<file path="config.mk">
export PLATFORM = sky130hd
export DESIGN_NAME = pipeline_run_ctrl
export DESIGN_NICKNAME = d
export VERILOG_FILES = /design/src/rtl/pipeline_pkg.sv /design/src/rtl/pipeline_run_ctrl_sat_counter.sv /design/src/rtl/pipeline_run_ctrl.sv
export SDC_FILE = /design/constraint.sdc
export NUM_CORES = 1
export LEC_CHECK = 0
export BUFFER_PORTS_ARGS = -buffer_cell sky130_fd_sc_hd__buf_2
export CORE_UTILIZATION = 45
export CTS_CLUSTER_SIZE = 30
export DETAILED_ROUTE_END_ITERATION = 10
export PLACE_DENSITY = 0.77
export SYNTH_ARGS = -nofsm -noshare
export SYNTH_HDL_FRONTEND = slang
export SYNTH_SLANG_ARGS = --single-unit
</file>
<file path="constraint.sdc">
create_clock -name clk -period 2.3 [get_ports clk]
set_clock_uncertainty 0.2 [all_clocks]
set_input_delay 0 -clock clk [delete_from_list [all_inputs] [get_ports clk]]
set_output_delay 0 -clock clk [all_outputs]
set_load 0.02 [all_outputs]
</file>
<file path="src/rtl/pipeline_pkg.sv">
// Shared types and defaults for the pipelined-core run controller.
package pipeline_pkg;

    localparam int          PIPE_STAGES   = 5;
    localparam logic [31:0] HALT_WORD_DEF = 32'hFFFF_FFFF;

    typedef enum logic [2:0] {
        ST_IDLE,
        ST_LOAD,
        ST_CPURST,
        ST_RUN,
        ST_DRAIN,
        ST_DONE
    } run_state_e;

endpackage

</file>
<file path="src/rtl/pipeline_run_ctrl_sat_counter.sv">
// Saturating up-counter with synchronous clear; holds at all-ones instead of wrapping.
module sat_counter #(
    parameter int CNT_W = 16
) (
    input  logic             clk,
    input  logic             rst_n,
    input  logic             clr,
    input  logic             inc,
    output logic [CNT_W-1:0] count
);

    localparam logic [CNT_W-1:0] ONE = {{(CNT_W-1){1'b0}}, 1'b1};

    logic [CNT_W-1:0] count_q;
    logic [CNT_W-1:0] count_d;

    always_comb begin
        count_d = count_q;
        if (clr) begin
            count_d = '0;
        end else if (inc && (count_q != '1)) begin
            count_d = count_q + ONE;
        end
    end

    always_ff @(posedge clk) begin
        if (!rst_n) begin
            count_q <= '0;
        end else begin
            count_q <= count_d;
        end
    end

    assign count = count_q;

endmodule

</file>
<file path="src/rtl/pipeline_run_ctrl.sv">
// Run controller for the pipelined MIPS core: loads a program, resets and runs the core,
// stops on fetch count + drain or a retired HALT word, and reports counts and timeout.
module pipeline_run_ctrl
    import pipeline_pkg::*;
#(
    parameter int                ADDR_W    = 8,
    parameter int                DATA_W    = 32,
    parameter int                STAGES    = PIPE_STAGES,
    parameter int                CNT_W     = 16,
    parameter logic [CNT_W-1:0]  MAX_CYC   = CNT_W'(4096),
    parameter logic [DATA_W-1:0] HALT_WORD = HALT_WORD_DEF[DATA_W-1:0]
) (
    input  logic              clk,
    input  logic              rst_n,
    input  logic              start,
    input  logic              mode,
    input  logic [ADDR_W:0]   prog_len,
    input  logic              ld_valid,
    output logic              ld_ready,
    input  logic [DATA_W-1:0] ld_data,
    output logic              im_we,
    output logic [ADDR_W-1:0] im_addr,
    output logic [DATA_W-1:0] im_wdata,
    output logic              cpu_rst_n,
    output logic              cpu_en,
    input  logic              fetch_strobe,
    input  logic              wb_valid,
    input  logic [DATA_W-1:0] wb_inst,
    output logic              busy,
    output logic              done,
    output logic              timeout,
    output logic [CNT_W-1:0]  cycle_count,
    output logic [CNT_W-1:0]  retired_count
);

    localparam int SW = ((STAGES + 2) <= 4) ? 2 : $clog2(STAGES + 2);

    localparam logic [ADDR_W:0]  IDX_ONE    = {{ADDR_W{1'b0}}, 1'b1};
    localparam logic [SW-1:0]    STEP_ONE   = {{(SW-1){1'b0}}, 1'b1};
    localparam logic [SW-1:0]    DRAIN_LAST = SW'(STAGES - 2);
    localparam logic [CNT_W-1:0] TO_LIMIT   = MAX_CYC - {{(CNT_W-1){1'b0}}, 1'b1};

    run_state_e        state_q, state_d;
    logic              mode_q, mode_d;
    logic [ADDR_W:0]   prog_len_q, prog_len_d;
    logic [ADDR_W:0]   idx_q, idx_d;
    logic [ADDR_W:0]   fetched_q, fetched_d;
    logic [SW-1:0]     step_q, step_d;
    logic              timeout_q, timeout_d;

    logic              cnt_clr;
    logic              cyc_inc;
    logic              ret_inc;
    logic              timeout_hit;
    logic              halt_seen;

    assign timeout_hit = (cycle_count == TO_LIMIT);
    assign halt_seen   = wb_valid && (wb_inst == HALT_WORD);

    always_comb begin
        state_d    = state_q;
        mode_d     = mode_q;
        prog_len_d = prog_len_q;
        idx_d      = idx_q;
        fetched_d  = fetched_q;
        step_d     = step_q;
        timeout_d  = timeout_q;
        cnt_clr    = 1'b0;
        cyc_inc    = 1'b0;
        ret_inc    = 1'b0;
        ld_ready   = 1'b0;
        im_we      = 1'b0;
        im_addr    = '0;
        im_wdata   = '0;
        cpu_rst_n  = 1'b0;
        cpu_en     = 1'b0;

        case (state_q)
            ST_IDLE, ST_DONE: begin
                // DONE leaves the core out of reset so its state can be inspected
                cpu_rst_n = (state_q == ST_DONE);
                if (start) begin
                    mode_d     = mode;
                    prog_len_d = prog_len;
                    idx_d      = '0;
                    fetched_d  = '0;
                    step_d     = '0;
                    timeout_d  = 1'b0;
                    cnt_clr    = 1'b1;
                    state_d    = (prog_len == '0) ? ST_CPURST : ST_LOAD;
                end
            end
            ST_LOAD: begin
                ld_ready = 1'b1;
                if (ld_valid) begin
                    im_we    = 1'b1;
                    im_addr  = idx_q[ADDR_W-1:0];
                    im_wdata = ld_data;
                    idx_d    = idx_q + IDX_ONE;
                    if (idx_d == prog_len_q) begin
                        state_d = ST_CPURST;
                    end
                end
            end
            ST_CPURST: begin
                if (step_q == STEP_ONE) begin
                    step_d  = '0;
                    state_d = ST_RUN;
                end else begin
                    step_d = step_q + STEP_ONE;
                end
            end
            ST_RUN: begin
                cpu_rst_n = 1'b1;
                cpu_en    = 1'b1;
                cyc_inc   = 1'b1;
                ret_inc   = wb_valid;
                if (fetch_strobe && (fetched_q != prog_len_q)) begin
                    fetched_d = fetched_q + IDX_ONE;
                end
                if (timeout_hit) begin
                    timeout_d = 1'b1;
                    state_d   = ST_DONE;
                end else if (mode_q) begin
                    if (halt_seen) begin
                        state_d = ST_DONE;
                    end
                end else if (fetched_d == prog_len_q) begin
                    step_d  = '0;
                    state_d = (STAGES > 1) ? ST_DRAIN : ST_DONE;
                end
            end
            ST_DRAIN: begin
                cpu_rst_n = 1'b1;
                cpu_en    = 1'b1;
                cyc_inc   = 1'b1;
                ret_inc   = wb_valid;
                if (timeout_hit) begin
                    timeout_d = 1'b1;
                    state_d   = ST_DONE;
                end else if (step_q == DRAIN_LAST) begin
                    state_d = ST_DONE;
                end else begin
                    step_d = step_q + STEP_ONE;
                end
            end
            default: begin
                state_d = ST_IDLE;
            end
        endcase
    end

    always_ff @(posedge clk) begin
        if (!rst_n) begin
            state_q    <= ST_IDLE;
            mode_q     <= 1'b0;
            prog_len_q <= '0;
            idx_q      <= '0;
            fetched_q  <= '0;
            step_q     <= '0;
            timeout_q  <= 1'b0;
        end else begin
            state_q    <= state_d;
            mode_q     <= mode_d;
            prog_len_q <= prog_len_d;
            idx_q      <= idx_d;
            fetched_q  <= fetched_d;
            step_q     <= step_d;
            timeout_q  <= timeout_d;
        end
    end

    assign busy    = (state_q != ST_IDLE) && (state_q != ST_DONE);
    assign done    = (state_q == ST_DONE);
    assign timeout = timeout_q;

    sat_counter #(
        .CNT_W (CNT_W)
    ) u_cycle_cnt (
        .clk   (clk),
        .rst_n (rst_n),
        .clr   (cnt_clr),
        .inc   (cyc_inc),
        .count (cycle_count)
    );

    sat_counter #(
        .CNT_W (CNT_W)
    ) u_retire_cnt (
        .clk   (clk),
        .rst_n (rst_n),
        .clr   (cnt_clr),
        .inc   (ret_inc),
        .count (retired_count)
    );

endmodule

</file>
Yosys cells after proc, flatten, opt, wreduce, memory -nomap -nowiden
Cells that the tools add are included.

word-level totals
  input bits = 80
  register bits after elaboration = 67
  word-level logic and storage cells = 105
  output and inout bits = 79

operators by class
  add/subtract/negate cells = 5
  multiplexer cells = 41
  equality and inequality tests = 28
  reduce and logical (&&, ||, !) cells = 21
  bitwise gates (word level) = 1

operators with widths
  cell                                                    number
  two-way mux 32 bit                                      2
  two-way mux 3 bit                                       17
  two-way mux 9 bit                                       4
  one-hot mux 9 bit (2 select lines)                      2
  adder 16 x 1 -> 16 bit (second input constant)          2
  equality test 32 bit (second input constant)            1
  inequality test 16 bit (second input constant)          2
  adder 9 x 1 -> 9 bit (second input constant)            2
  equality test 9 bit                                     2
  inequality test 2 bit (second input constant)           9
  equality test 16 x 12 -> 1 bit (second input constant)  1
  two-way mux 8 bit                                       2
  one-hot mux 3 bit (5 select lines)                      1
  AND reduction 7 bit                                     2
  one-hot mux 3 bit (4 select lines)                      1
  equality test 3 x 2 -> 1 bit (second input constant)    3
  zero test 9 bit                                         1
  two-way mux 1 bit                                       9
  inequality test 9 bit                                   1
  inequality test 4 bit (second input constant)           2
  equality test 3 x 1 -> 1 bit (second input constant)    2
  equality test 3 bit (second input constant)             2
  inequality test 3 bit (second input constant)           2
  AND reduction 3 bit                                     2
  12 further kinds                                        22

Longest topological paths before layout
  depth in word-level cells = 9
  depth in mapped cells = 9
  depth with buffers taken out = 8

Hierarchy
From an unflattened synthesis, not the netlist that was laid out.

unflattened totals
  cells, all modules = 560
  area, all modules = 4471.8 µm²

modules (own cells, without submodules)
  module             instances  sequential area each (µm²)  cells an instance  area an instance (µm²)
  pipeline_run_ctrl  1          700.7                       378                2742.6
  sat_counter        2          320.3                       91                 864.6

Least setup slack after synthesis
Ideal clock, no wire load.

  path type = reg-to-reg
  start point = register idx_q[0]
  end point = register state_q[2]
  data required time = 1.984 ns
  arrival time = 2.143 ns
  path buffers = 0
  setup time = 0.116 ns
  stages on the path, launching flop included = 9
  clock period less this slack = 2.459 ns
  setup slack = -0.159 ns
  cells stage by stage = dfxtp_1 > ha_1 > nand3_1 > or4_1 > nand4b_1 > o41ai_1 > o211ai_1 > mux2_2 > and3_1

on the way
  word-level cells in the longest chain between the ends = 4

ends and longest elaborated chain
  element                          RTL line                  RTL
  start, declared                  pipeline_run_ctrl.sv:46   logic [ADDR_W:0] idx_q, idx_d;
  start signal, assigned           pipeline_run_ctrl.sv:166  idx_q <= idx_d;
  adder 9 x 1 -> 9 bit             pipeline_run_ctrl.sv:99   idx_d = idx_q + IDX_ONE;
  equality test 9 bit              pipeline_run_ctrl.sv:100  if (idx_d == prog_len_q) begin
  inequality test 2 bit (no line)  -
  AND reduction 7 bit (no line)    -
  end signal, assigned             pipeline_run_ctrl.sv:163  state_q <= state_d;
  end, declared                    pipeline_run_ctrl.sv:43   run_state_e state_q, state_d;

No other way between the ends.
A chain may end at the register's enable or synchronous reset.

Worst setup path in the final report
  start point = register idx_q[1]
  end point = register state_q[1]

Same word-level chain as after synthesis.

==> flow_summary.ini <==
[placed_design]
dp_hpwl_mm = 9.33
finalWeightedCongestion = 0.939
portBuffers = 158
placed_cells_incl_taps = 806

[setup_path]
cp-start-kind = register
crit-reg2reg-launch = idx_q[1]
cp.arrival_ns = 2.49
data_required_critical_path_ns = 2.39
cp-startpoint = idx_q[1]
r2r.worst_path.cells = 9
critical_path_peak_fanout = 3
critPathCaptureType = register
timing_worst_setup_path_type = register to register

[floorplanning]
die-width_um = 98.2
die_h_um = 98.2
top_level_port_count = 159
fp.coreArea_sq_um = 8850
fp.dieArea_sq_um = 9640
rows = 34
start_util_pct = 47.0

[global_routing]
grt_pass1_wl_mm = 20.2
global_route.overflow_total = 0
track_usage_pct = 25.4
antenna_found_initial = 0
first_global_vias = 4450
grt_max_degree = 43

[synthesis]
synth_flop_cell = dfxtp_1
ys_warn_count = 0
netlist.top_cell.by_area = dfxtp_1
synth.avg_cell_area_sq_um = 7.93
synth.ff_latch_count = 67
synth-edff-count = 0
netlist_instances = 525
summed_instance_area_of_the_synthesized_netlist_sq_um = 4160
area_fraction_of_the_dominant_cell_type_after_synthesis_pct = 32.2
ys_top_cells_by_area = dfxtp_1 32%, and3_1 8.3%, xor2_1 6.5%, nor2_1 6.5%, xnor2_1 6.1%
total_nets_after_synthesis = 612
synth-async-reset-ratio_pct = 0
yosysSeqAreaShare_pct = 32.2
synth_cell_type_count = 65

[timing]
rsz0062_at_grt = yes
setup-violations-final = 5
final.setup.tns_ns = -0.226
max_clock_freq_mhz = 416
worst-slew-pin-transition_ns = 0.777
final_critical_path_setup_slack_ns = -0.106
slew_headroom_pct = 48.1
slew_violations = 0
fin_crit_sh_pct = 105
hold_violations = 0
layout_min_cycle_time_ns = 2.41

[route]
route.detailed.drc = 1
wl_mm = 12.6
drtAntennaViolNets = 0
drt-initial-drc-count = 194
drt_first_pass_iters = 9
routed-via-count = 4626
routed_wire_length_per_instance_um = 15.1
drt-vias-per-instance = 5.53

[worst_hold_path]
worstHoldStart = wb_valid
min_path_cells = 6
worst_hold_path_type = input port to register

[layout]
area.growth.synth_to_final_pct = 39.8
most-common-layout-cells = 158 x buf_2, 70 x nor2_1, 58 x dfxtp_1
n_antenna_cell = 0
layout.nets = 811
drive_gt1_share_pct = 36.5
filler_cell_count = 750
layout.cells.non_filler = 837
most_common_cell_after_layout_fill_and_taps_aside = buf_2

[cts]
cts_root_buf = clkbuf_8
cts_sinks = 67
clock_latency_reported_for_the_late_side_of_the_worst_skew_pair_ns = 0.35
clock_tree.htree_level_count = 3
cts.path.max_buffers = 2
worst_setup_hold_path_clk_slew_ns = 0.08
clock_tree_from_tritoncts = built
numCtsBuffers = 9

[outcome]
violations = DRC, setup timing
outcome = finished with violations

[power_and_ir_drop]
ir_drop_worst_vdd_mv = 0.308
leakage_nw = 2.77
powerDensity_nw_per_um2 = 656

[job]
max-cap-violations = 0
-- cell usage after synthesis, types with 3 or more instances --
master,number
a211o_1,4
a211oi_1,5
a21oi_1,19
a31oi_1,4
and2_1,6
and3_1,55
and4_1,5
buf_1,4
buf_2,5
clkbuf_1,15
clkbuf_2,3
dfxtp_1,67
ha_1,7
inv_1,12
mux2_2,3
mux2i_1,11
nand2_1,50
nand2b_1,3
nand3_1,19
nand4_1,19
nor2_1,72
nor2b_1,3
nor3_1,6
nor3b_1,3
nor4_1,4
o211ai_1,4
o21ai_0,8
or3_1,3
or4_1,3
xnor2_1,29
xor2_1,31
-- metal layers --
metal | up-vias | GRT usage (%) | routed length (um)
met4 | 0 | 7.81 | 258
met2 | 157 | 43.0 | 6160
met3 | 24 | 5.08 | 737
met5 | - | 0 | 0
li1 | 2251 | - | -
met1 | 2194 | 32.6 | 5460
-- power by group --
group / switching [mW] / leakage, nW / total (mW) / internal [mW]
clock network: 0.486 / 0.104 / 1.02 / 0.537
registers: 0.0703 / 0.546 / 1.29 / 1.22
logic: 0.884 / 2.12 / 1.51 / 0.624
-- repair_timing --
| action | CTS | global route |
|---|---|---|
| pin swaps | 12 | 9 |
| hold buffers | 13 | 0 |
| endpoints found under the hold margin | 14 | 0 |
| cloned | 0 | 0 |
| resized for setup | 10 | 19 |
| setup buffers | 2 | 0 |
| setup endpoints to repair | 6 | 48 |
-- worst max-delay path, cell delays in order, from the launching register on --
cell,delay (ns)
dfxtp_2,0.37
buf_4,0.12
and4_4,0.22
a31oi_1,0.08
nand4b_1,0.18
o41ai_2,0.44
o211ai_1,0.20
buf_4,0.18
a211o_1,0.26
a21oi_2,0.09
-- metrics by stage --
| step | power (mW) | setup WS, ns | util, % | instance area [sq um] | hold WS [ns] |
|---|---|---|---|---|---|
| after floorplan | 2.21 | 0.00450 | - | 4200 | -0.0783 |
| after global placement | 2.65 | -0.110 | 60.3 | 5330 | 0.0513 |
| after detailed placement | 2.70 | -0.252 | 60.3 | 5330 | 0.0520 |
| after CTS | 3.75 | -0.103 | 64.7 | 5720 | 0.0373 |
| after global routing | 4.01 | -0.176 | 65.7 | 5820 | 0.0851 |
| final | 3.82 | -0.106 | 65.7 | 5820 | 0.0618 |
-- worst paths after layout --
path,slack (ns),end
worst max-delay path,-0.11,state_q[1]
worst min-delay path,0.06,u_retire_cnt.count[1]
worst max register to register,-0.11,state_q[1]
worst min register to register,0.26,timeout
-- cell families (layout without fill, tap and decap cells) --
logic type | after synthesis | after routing | share of synthesized area [%]
AO/OA/AOI/OAI | 67 | 67 | 11.3
XOR/XNOR | 60 | 60 | 12.6
adder cells (fa/ha/maj) | 7 | 7 | 2.10
buffers and inverters | 43 | 247 | 4.84
flip-flops | 67 | 67 | 32.2
multiplexers | 14 | 14 | 3.46
AND/OR/NAND/NOR | 267 | 267 | 33.4
-- registers in the layout, indices dropped and copies added (netlist names) --
signal / flops
u_retire_cnt.count: 16
state_q: 3
fetched_q: 9
timeout: 1
step_q: 3
mode_q: 1
idx_q: 9
u_cycle_cnt.count: 16
prog_len_q: 9
-- layout make-up --
class                   count  area, sq um  area share, %
multi-input cells         415         2780           47.8
flip-flops and latches     67         1360           23.3
repair buffers            219         1300           22.3
clock buffers              11          141           2.43
well taps                 108          135           2.32
clock inverters             5         61.3           1.05
inverters                  12         45.0          0.774
Note: power is estimated with default switching activity, not from simulation.
